**src/rtl/qif_synapse_if.sv**
```systemverilog
// Bus bundle for qif_synapse: presynaptic spike, configuration write
// handshake and the synaptic current / activity outputs.
interface qif_synapse_if;
  logic              spike_in;
  logic              cfg_valid;
  logic [1:0]        cfg_addr;
  logic [7:0]        cfg_data;
  logic              cfg_ready;
  logic signed [7:0] I_syn;
  logic              busy;

  // Stimulus / controller side
  modport master (
    output spike_in, cfg_valid, cfg_addr, cfg_data,
    input  cfg_ready, I_syn, busy
  );

  // Synapse side
  modport slave (
    input  spike_in, cfg_valid, cfg_addr, cfg_data,
    output cfg_ready, I_syn, busy
  );
endinterface

```
**src/rtl/qif_synapse.sv**
```systemverilog
// qif_synapse: exponential-like decaying synaptic current driven by
// presynaptic spikes. Each accepted spike adds a signed weight (saturating);
// every DECAY_DIV cycles the current shrinks by I_syn >>> shift, with a
// minimum step of one LSB toward zero so the current always reaches 0.
// Weight, shift and enable are writable over a one-shot ready handshake.
module qif_synapse #(
  parameter int                DECAY_DIV      = 4,
  parameter logic signed [7:0] DEFAULT_WEIGHT = 8'sd16,
  parameter int                DEFAULT_SHIFT  = 2
) (
  input  logic          clk,
  input  logic          rst_n,   // active-high synchronous reset despite the name
  qif_synapse_if.slave  bus
);

  localparam logic [7:0] CNT_LAST  = 8'(DECAY_DIV - 1);
  localparam logic [2:0] SHIFT_RST = 3'(DEFAULT_SHIFT);

  typedef enum logic {IDLE, ACTIVE} state_t;

  state_t            state_q, state_d;
  logic [7:0]        cnt_q, cnt_d;
  logic signed [7:0] isyn_q, isyn_d;
  logic signed [7:0] weight_q, weight_d;
  logic [2:0]        shift_q, shift_d;
  logic              en_q, en_d;
  logic              rdy_q, rdy_d;

  logic              tick;
  logic              spike_acc;
  logic              cfg_acc;
  logic signed [7:0] base;
  logic signed [8:0] sum;

  // One decay step: subtract v >>> sh, but never less than one LSB toward zero.
  function automatic logic signed [7:0] decay_step(input logic signed [7:0] v,
                                                   input logic [2:0] sh);
    logic signed [7:0] d;
    d = v >>> sh;
    if (d == 8'sd0 && v != 8'sd0)
      d = (v < 8'sd0) ? -8'sd1 : 8'sd1;
    return v - d;
  endfunction

  // Clamp a 9-bit signed sum into the 8-bit signed range.
  function automatic logic signed [7:0] sat9(input logic signed [8:0] s);
    if (s > 9'sd127)
      return 8'sd127;
    else if (s < -9'sd128)
      return -8'sd128;
    else
      return s[7:0];
  endfunction

  // Next-state: decay tick, spike accumulation, state/counter and config writes.
  always_comb begin
    tick      = (state_q == ACTIVE) && (cnt_q == CNT_LAST);
    base      = tick ? decay_step(isyn_q, shift_q) : isyn_q;
    spike_acc = bus.spike_in && en_q;
    sum       = $signed({base[7], base}) + $signed({weight_q[7], weight_q});
    isyn_d    = spike_acc ? sat9(sum) : base;
    state_d   = (isyn_d != 8'sd0) ? ACTIVE : IDLE;

    cnt_d = 8'd0;
    if (state_q == ACTIVE && state_d == ACTIVE)
      cnt_d = (cnt_q == CNT_LAST) ? 8'd0 : cnt_q + 8'd1;

    cfg_acc  = bus.cfg_valid && rdy_q;
    rdy_d    = !cfg_acc;
    weight_d = weight_q;
    shift_d  = shift_q;
    en_d     = en_q;
    if (cfg_acc) begin
      case (bus.cfg_addr)
        2'd0:    weight_d = bus.cfg_data;
        2'd1:    shift_d  = (bus.cfg_data[2:0] == 3'd0) ? 3'd1 : bus.cfg_data[2:0];
        2'd2:    en_d     = bus.cfg_data[0];
        default: ;
      endcase
    end
  end

  // State register; reset wins over any simultaneous spike or config write.
  always_ff @(posedge clk) begin
    if (rst_n) begin
      state_q  <= IDLE;
      cnt_q    <= 8'd0;
      isyn_q   <= 8'sd0;
      weight_q <= DEFAULT_WEIGHT;
      shift_q  <= SHIFT_RST;
      en_q     <= 1'b1;
      rdy_q    <= 1'b1;
    end else begin
      state_q  <= state_d;
      cnt_q    <= cnt_d;
      isyn_q   <= isyn_d;
      weight_q <= weight_d;
      shift_q  <= shift_d;
      en_q     <= en_d;
      rdy_q    <= rdy_d;
    end
  end

  assign bus.I_syn     = isyn_q;
  assign bus.busy      = (state_q == ACTIVE);
  assign bus.cfg_ready = rdy_q;

endmodule

```
**src/flat_wrapper.sv**
```systemverilog
// flat-port wrapper written by rule: the top's interface ports become plain ports
module qif_synapse_flat 
#(
  parameter int                DECAY_DIV      = 4,
  parameter logic signed [7:0] DEFAULT_WEIGHT = 8'sd16,
  parameter int                DEFAULT_SHIFT  = 2
)
  (clk, rst_n, bus_spike_in, bus_cfg_valid, bus_cfg_addr, bus_cfg_data, bus_cfg_ready, bus_I_syn, bus_busy);
  qif_synapse_if bus_i ();
  input  logic clk;
  input  logic rst_n;
  input wire logic [$bits(bus_i.spike_in)-1:0] bus_spike_in;
  input wire logic [$bits(bus_i.cfg_valid)-1:0] bus_cfg_valid;
  input wire logic [$bits(bus_i.cfg_addr)-1:0] bus_cfg_addr;
  input wire logic [$bits(bus_i.cfg_data)-1:0] bus_cfg_data;
  output wire logic [$bits(bus_i.cfg_ready)-1:0] bus_cfg_ready;
  output wire logic [$bits(bus_i.I_syn)-1:0] bus_I_syn;
  output wire logic [$bits(bus_i.busy)-1:0] bus_busy;
  assign bus_i.spike_in = bus_spike_in;
  assign bus_i.cfg_valid = bus_cfg_valid;
  assign bus_i.cfg_addr = bus_cfg_addr;
  assign bus_i.cfg_data = bus_cfg_data;
  assign bus_cfg_ready = bus_i.cfg_ready;
  assign bus_I_syn = bus_i.I_syn;
  assign bus_busy = bus_i.busy;
  qif_synapse #(.DECAY_DIV(DECAY_DIV), .DEFAULT_WEIGHT(DEFAULT_WEIGHT), .DEFAULT_SHIFT(DEFAULT_SHIFT)) u_core (.clk(clk), .rst_n(rst_n), .bus(bus_i));
endmodule
```
**config.mk**
```make
export PLATFORM = sky130hd
export DESIGN_NAME = qif_synapse_flat
export DESIGN_NICKNAME = d
export VERILOG_FILES = /design/src/rtl/qif_synapse_if.sv /design/src/rtl/qif_synapse.sv /design/src/flat_wrapper.sv
export SDC_FILE = /design/constraint.sdc
export NUM_CORES = 1
export LEC_CHECK = 0
export BUFFER_PORTS_ARGS = -buffer_cell sky130_fd_sc_hd__buf_2
export CAP_MARGIN = 10
export CORE_ASPECT_RATIO = 0.75
export CORE_UTILIZATION = 25
export CTS_CLUSTER_SIZE = 28
export DETAILED_ROUTE_END_ITERATION = 8
export PLACE_DENSITY = 0.37
export SLEW_MARGIN = 0
export SYNTH_ARGS = -nofsm -noshare
export SYNTH_HDL_FRONTEND = slang
export SYNTH_SLANG_ARGS = --single-unit
```
**constraint.sdc**
```tcl
create_clock -name clk -period 9.7 [get_ports clk]
set_clock_uncertainty 0.2 [all_clocks]
set_input_delay 2.425 -clock clk [delete_from_list [all_inputs] [get_ports clk]]
set_output_delay 2.425 -clock clk [all_outputs]
set_load 0.01 [all_outputs]
```
# [Word level (Yosys, flattened, before mapping)]
# Index checks and enable logic that the tools add are counted.
[word_totals] regBits=30 latchBits=0 mem_bits_rw=0 mem_bits_ro=0 output_inout_bits=10 wordCells=41 mem_count=0
[op_classes] n_addsub=3 n_mul=0 div=0 n_lt_le_gt_ge=3 eq_ne=3 shifts=1 mux=8 bitwise_logic=1 reduce_logical=15
[op_table] op="$mux W8" count=6
[op_table] op="$reduce_bool A8 Y1" count=2
[op_table] op="$add A8 B8 Y9" count=1
[op_table] op="$gt A9 B8 Y1 const B" count=1
[op_table] op="$lt A9 B8 Y1 const B" count=1
[op_table] op="$add A8 B1 Y8 const B" count=1
[op_table] op="$eq A8 B2 Y1 const B" count=1
[op_table] op="$logic_not A8 Y1" count=1
[op_table] op="$lt A8 B1 Y1 const B" count=1
[op_table] op="$sshr A8 B3 Y8" count=1
[op_table] op="$sub A8 B8 Y8" count=1
[op_table] op="$reduce_and A2 Y1" count=3
[op_table] op="$logic_and A1 B1 Y1" count=5
[op_table] op="$logic_not A3 Y1" count=1
[op_table] op="$mux W3" count=1
[op_table] op="$reduce_or A3 Y1" count=1
[op_table] op="$eq A2 B1 Y1 const B" count=1
[op_table] op="$eq A2 B2 Y1 const B" count=1
[op_table] op="$logic_not A2 Y1" count=1
[op_table] op="$logic_not A1 Y1" count=1
[op_table] op="$mux W1" count=1
[op_table] op="$not A1 Y1" count=1

# [Logic depth before layout (Yosys ltp)]
[depth] word_depth=16 depth_mapped=23 depth_no_buf=22

# [Worst setup path after synthesis]
# OpenSTA, ideal clock, no wires.
[synth_path] path_kind="reg-to-reg" from="register u_core.shift_q[0]" to="register u_core.cnt_q[1]" setup_time_ns=0.138 arrival_ns=4.949 required_time_ns=9.362 setup_slack_ns=4.412 path_stages_with_launch=21 path_buffers=1 synth_period_minus_slack_ns=5.288 path_cell_list="dfxtp_1 > clkbuf_1 > mux4_2 > o21ai_0 > a31oi_1 > o22ai_1 > ha_1 > fa_1 > nor2b_1 > o31a_1 > o21a_1 > o21a_1 > o31ai_1 > ha_1 > nor4b_2 > o311ai_4 > o21ai_4 > a211oi_2 > o2111ai_2 > nor4_4 > nor4b_1"
[synth_via] elab_chain_len=16 word_cells_on_any_way=17 classes_between="add/sub: 2; order compare: 2; shift: 1; mux: 6; bitwise: 1; reduce/logical: 5"
[synth_rtl] item="start: declaration" line_no="qif_synapse.sv:25" rtl="logic [2:0] shift_q, shift_d;"
[synth_rtl] item="start signal: assignment" line_no="qif_synapse.sv:98" rtl="shift_q <= shift_d;"
[synth_rtl] item="$sshr A8 B3 Y8 (*)" line_no="qif_synapse.sv:39" rtl="d = v >>> sh;"
[synth_rtl] item="$logic_not A8 Y1" line_no="qif_synapse.sv:40" rtl="if (d == 8'sd0 && v != 8'sd0)"
[synth_rtl] item="$logic_and A1 B1 Y1" line_no="qif_synapse.sv:40"
[synth_rtl] item="$mux W8 (*)" line_no="qif_synapse.sv:40"
[synth_rtl] item="$sub A8 B8 Y8 (*)" line_no="qif_synapse.sv:42" rtl="return v - d;"
[synth_rtl] item="$mux W8 (*)" line_no="qif_synapse.sv:58" rtl="base = tick ? decay_step(isyn_q, shift_q) : isyn_q;"
[synth_rtl] item="$add A8 B8 Y9" line_no="qif_synapse.sv:60" rtl="sum = $signed({base[7], base}) + $signed({weight_q[7], weight_q});"
[synth_rtl] item="$lt A9 B8 Y1" line_no="qif_synapse.sv:49" rtl="else if (s < -9'sd128)"
[synth_rtl] item="$mux W8" line_no="qif_synapse.sv:49"
[synth_rtl] item="$mux W8" line_no="qif_synapse.sv:47" rtl="if (s > 9'sd127)"
[synth_rtl] item="$mux W8 (*)" line_no="qif_synapse.sv:61" rtl="isyn_d = spike_acc ? sat9(sum) : base;"
[synth_rtl] item="$reduce_bool A8 Y1 (*)" line_no="qif_synapse.sv:62" rtl="state_d = (isyn_d != 8'sd0) ? ACTIVE : IDLE;"
[synth_rtl] item="$mux W1 (*)" line_no="qif_synapse.sv:62"
[synth_rtl] item="$logic_and A1 B1 Y1 (*)" line_no="qif_synapse.sv:65" rtl="if (state_q == ACTIVE && state_d == ACTIVE)"
[synth_rtl] item="$not A1 Y1 (no line) (*)"
[synth_rtl] item="$reduce_or A3 Y1 (no line) (*)"
[synth_rtl] item="end signal: assignment" line_no="qif_synapse.sv:95" rtl="cnt_q <= cnt_d;"
[synth_rtl] item="end: declaration" line_no="qif_synapse.sv:22" rtl="logic [7:0] cnt_q, cnt_d;"
# Mark *: on every way between the ends. The rest lies on a longest branch, timed or not.
# A chain may end at the register's enable or synchronous reset.

# [Worst setup path in the final report]
[layout_path] from="register u_core.shift_q[0]" to="register u_core.cnt_q[7]"
# The elaborated chain is that of the path after synthesis.

==> out/summary.txt <==
Status - finished clean
# diodes - 0
Net Switching - 148 µW
YS warnings - 0
Post-cts sizing count - 0
Layout cell share with drive strength beyond 1 - 17.1%
Cell taking the most area after synthesis - dfxtp_1
Post-CTS Setup Bufs - 0
Syn nets - 322
WHS - 0.276 ns
Antenna Nets Post-Route - 0
Syn_area_per_cell - 8.19 µm²
CTS buffer count - 5
Cell-internal power - 319 µW
Switch share - 31.7%
Initial core utilization - 26.0%
DR pass1 iterations - 4
Max-Cap Viols - 0
Mapped Area - 0.00237 mm²
RSZ-0062 raised after global routing - no
Drt via density - 4.83
Clock power frac - 38.5%
Final Critical Period - 6.00 ns
P per Cell Area - 168 mW/mm²
Maximum VDD drop - 49.9 µV
Worst skew pair latency - 0.27 ns
Startpoint type of the worst setup path - flip-flop
Count leader, synth - nand2_1
Vias - 2116
Yosys top cell area share - 25.3%
Slowest-stage cell, CP - nor4_4
Req. time, crit path - 9.63 ns
First-pass GRT wire length - 10400 µm
Final HPWL DP - 4910 µm
Hold Buf Count CTS - 0
Chip Width - 115 µm
Clock Pin Slew Worst Setup and Hold Paths - 0.05 ns
Post-synth EDFFs - 0
Rows - 30
Util after Layout - 30.5%
IO buf count - 23
Final wirelength - 6260 µm
CTS root buffer - clkbuf_16
Slew headroom - 33.7%
Top post-synthesis cells by count - 37 x nand2_1, 30 x dfxtp_1, 27 x nor2_1
# DRC - 0
Seq pwr share - 30.5%
Largest net degree at the start of global routing - 31
Die area - 0.00990 mm²
Worst Tran Pin Value - 0.987 ns
Number of synthesized register bits - 30
DRT iter0 DRCs - 150
Gr usage total - 13.7%
Synth-to-Final Area Change - 17.1%
TritonCTS clock tree - done
Nets - 342
Worst path top cell family by delay - compound AO/OA/AOI/OAI gates
Die Span Y - 86.4 µm
CP Buf/Inv Count - 0
Placer Congestion - 0.774
Final period util - 61.9%
Vias in the first global route - 2027
Slowest stage delay, CP - 0.60 ns
Hold Vio Cnt, Final - 0
Critical Path AT - 5.93 ns
Maximum clock frequency - 167 MHz
Combinational power share - 31.0%
Library cells used by synthesis - 56
Final max-slew violation count - 0
Clock buffer depth - 2
Wire per inst - 14.3 µm
Leakage - 1.05 nW
Final setup viols - 0
Core ar. - 0.00912 mm²
Initial antenna violation count - 0
CTS Sinks - 30
Worst min path class - flip-flop to flip-flop
Io pins - 24
H-tree depth - 2
Fill count - 1010
Critical path, cell by cell - mux2_2 > mux2_2 > a21oi_1 > a31oi_1 > o22ai_1 > ha_1 > fa_1 > nor2b_1 > o31a_1 > o21a_1 > o21a_1 > o31ai_1 > ha_1 > nor4b_2 > o311ai_4 > o22ai_1 > a31oi_1 > o2111ai_2 > nor4_4 > nor4_1
Worst Path Class, Setup - flip-flop to flip-flop
Post-synthesis sequential area ratio - 25.3%
CP Max Fanout - 11
Placed cells - 431
Critical Path Sink Type - flip-flop
Final Non-Filler Cells - 438
Largest cells by area after synthesis - dfxtp_1 25%, ha_1 8.4%, nand2_1 5.8%, a21oi_1 4.6%, nor2_1 4.3%
Top_reg_cell synth - dfxtp_1
TNS Setup - 0 ns
Cell count after synthesis - 290
Ys async rst share - 0%
Gr ovfl total - 0
## area by class of cell
type                            instances  area (µm²)  share of cell area [%]
Clock buffer                            6         139                    5.00
Clock inverter                          1        30.0                    1.08
Inverter                               13        48.8                    1.76
Multi-Input combinational cell        237        1690                    60.7
Sequential cell                        30         601                    21.6
Tap cell                              128         160                    5.76
Timing Repair Buffer                   23         115                    4.14
## through the flow
| step | cell area, µm² | power, mW | worst slack [ns] |
|---|---|---|---|
| floorplan | 2370 | 0.255 | 4.41 |
| finish | 2780 | 0.467 | 3.70 |
| global placement | 2610 | 0.294 | 3.54 |
| global route | 2780 | 0.498 | 3.14 |
| CTS | 2780 | 0.473 | 3.61 |
| detailed placement | 2610 | 0.291 | 3.61 |
## flip-flops by register name, indices dropped and copies added (netlist names)
register              flops
u_core.shift_q            3
u_core.weight_q           8
u_core.bus.I_syn          8
u_core.bus.cfg_ready      1
u_core.bus.busy           1
u_core.cnt_q              8
u_core.en_q               1
## power by group through the flow
stage / clock, mW / sequential, mW / combinational (mW)
floorplan: 0 / 0.141 / 0.114
global placement: 0 / 0.145 / 0.148
detailed placement: 0 / 0.145 / 0.146
CTS: 0.184 / 0.143 / 0.146
global route: 0.191 / 0.144 / 0.163
finish: 0.180 / 0.142 / 0.145
## metal layers
metal / GRT usage, % / routed length (µm)
met1: 20.4 / 3480
met2: 19.9 / 2510
met3: 2.59 / 204
met4: 4.25 / 59
met5: 0 / 0
## worst paths after layout
| check | startpoint | end | slack (ns) | cells past startpoint |
|---|---|---|---|---|
| setup / recovery | u_core.shift_q[0] | u_core.cnt_q[7] | 3.70 | 20 |
| hold / removal | u_core.weight_q[7] | u_core.weight_q[7] | 0.28 | 2 |
| setup reg to reg | u_core.shift_q[0] | u_core.cnt_q[7] | 3.70 | 20 |
| hold reg to reg | u_core.weight_q[7] | u_core.weight_q[7] | 0.28 | 2 |
## cells in the final DEF, fill, tap and decap left out, drive strengths merged, types with 2 or more instances in the layout
cell type / Yosys / final
a211oi: 6 / 6
a21oi: 22 / 22
a31oi: 5 / 5
and2: 3 / 3
and3: 2 / 2
buf: 1 / 23
clkbuf: 9 / 6
dfxtp: 30 / 30
fa: 2 / 2
ha: 16 / 16
inv: 13 / 13
mux2: 4 / 4
mux2i: 5 / 5
mux4: 3 / 3
nand2: 38 / 38
nand2b: 4 / 4
nand3: 10 / 10
nand3b: 2 / 2
nor2: 27 / 27
nor2b: 6 / 6
nor3: 15 / 15
nor4: 11 / 11
nor4b: 2 / 2
o211ai: 2 / 2
o21a: 5 / 5
o21ai: 10 / 10
o22ai: 4 / 4
o31a: 3 / 3
o31ai: 4 / 4
xnor2: 6 / 6
xor2: 6 / 6
## worst register-to-register path, stage by stage (launching register included)
cell       delay [ns]
dfxtp_1          0.59
mux2_2           0.40
mux2_2           0.28
a21oi_1          0.29
a31oi_1          0.13
o22ai_1          0.15
ha_1             0.21
fa_1             0.22
nor2b_1          0.07
o31a_1           0.25
o21a_1           0.18
o21a_1           0.16
o31ai_1          0.32
ha_1             0.38
nor4b_2          0.21
o311ai_4         0.45
o22ai_1          0.14
a31oi_1          0.28
o2111ai_2        0.19
nor4_4           0.61
nor4_1           0.13
## kinds of logic after synthesis
group | share of synthesized area, %
AOI/OAI and AO/OA | 20.7
and+or+nand+nor | 28.8
xor gates and xnor gates | 4.43
adders and majority gates | 10.1
DFF | 25.3
buffers and inverters | 3.69
muxes | 7.01
Power figures use the tool's default switching activity.
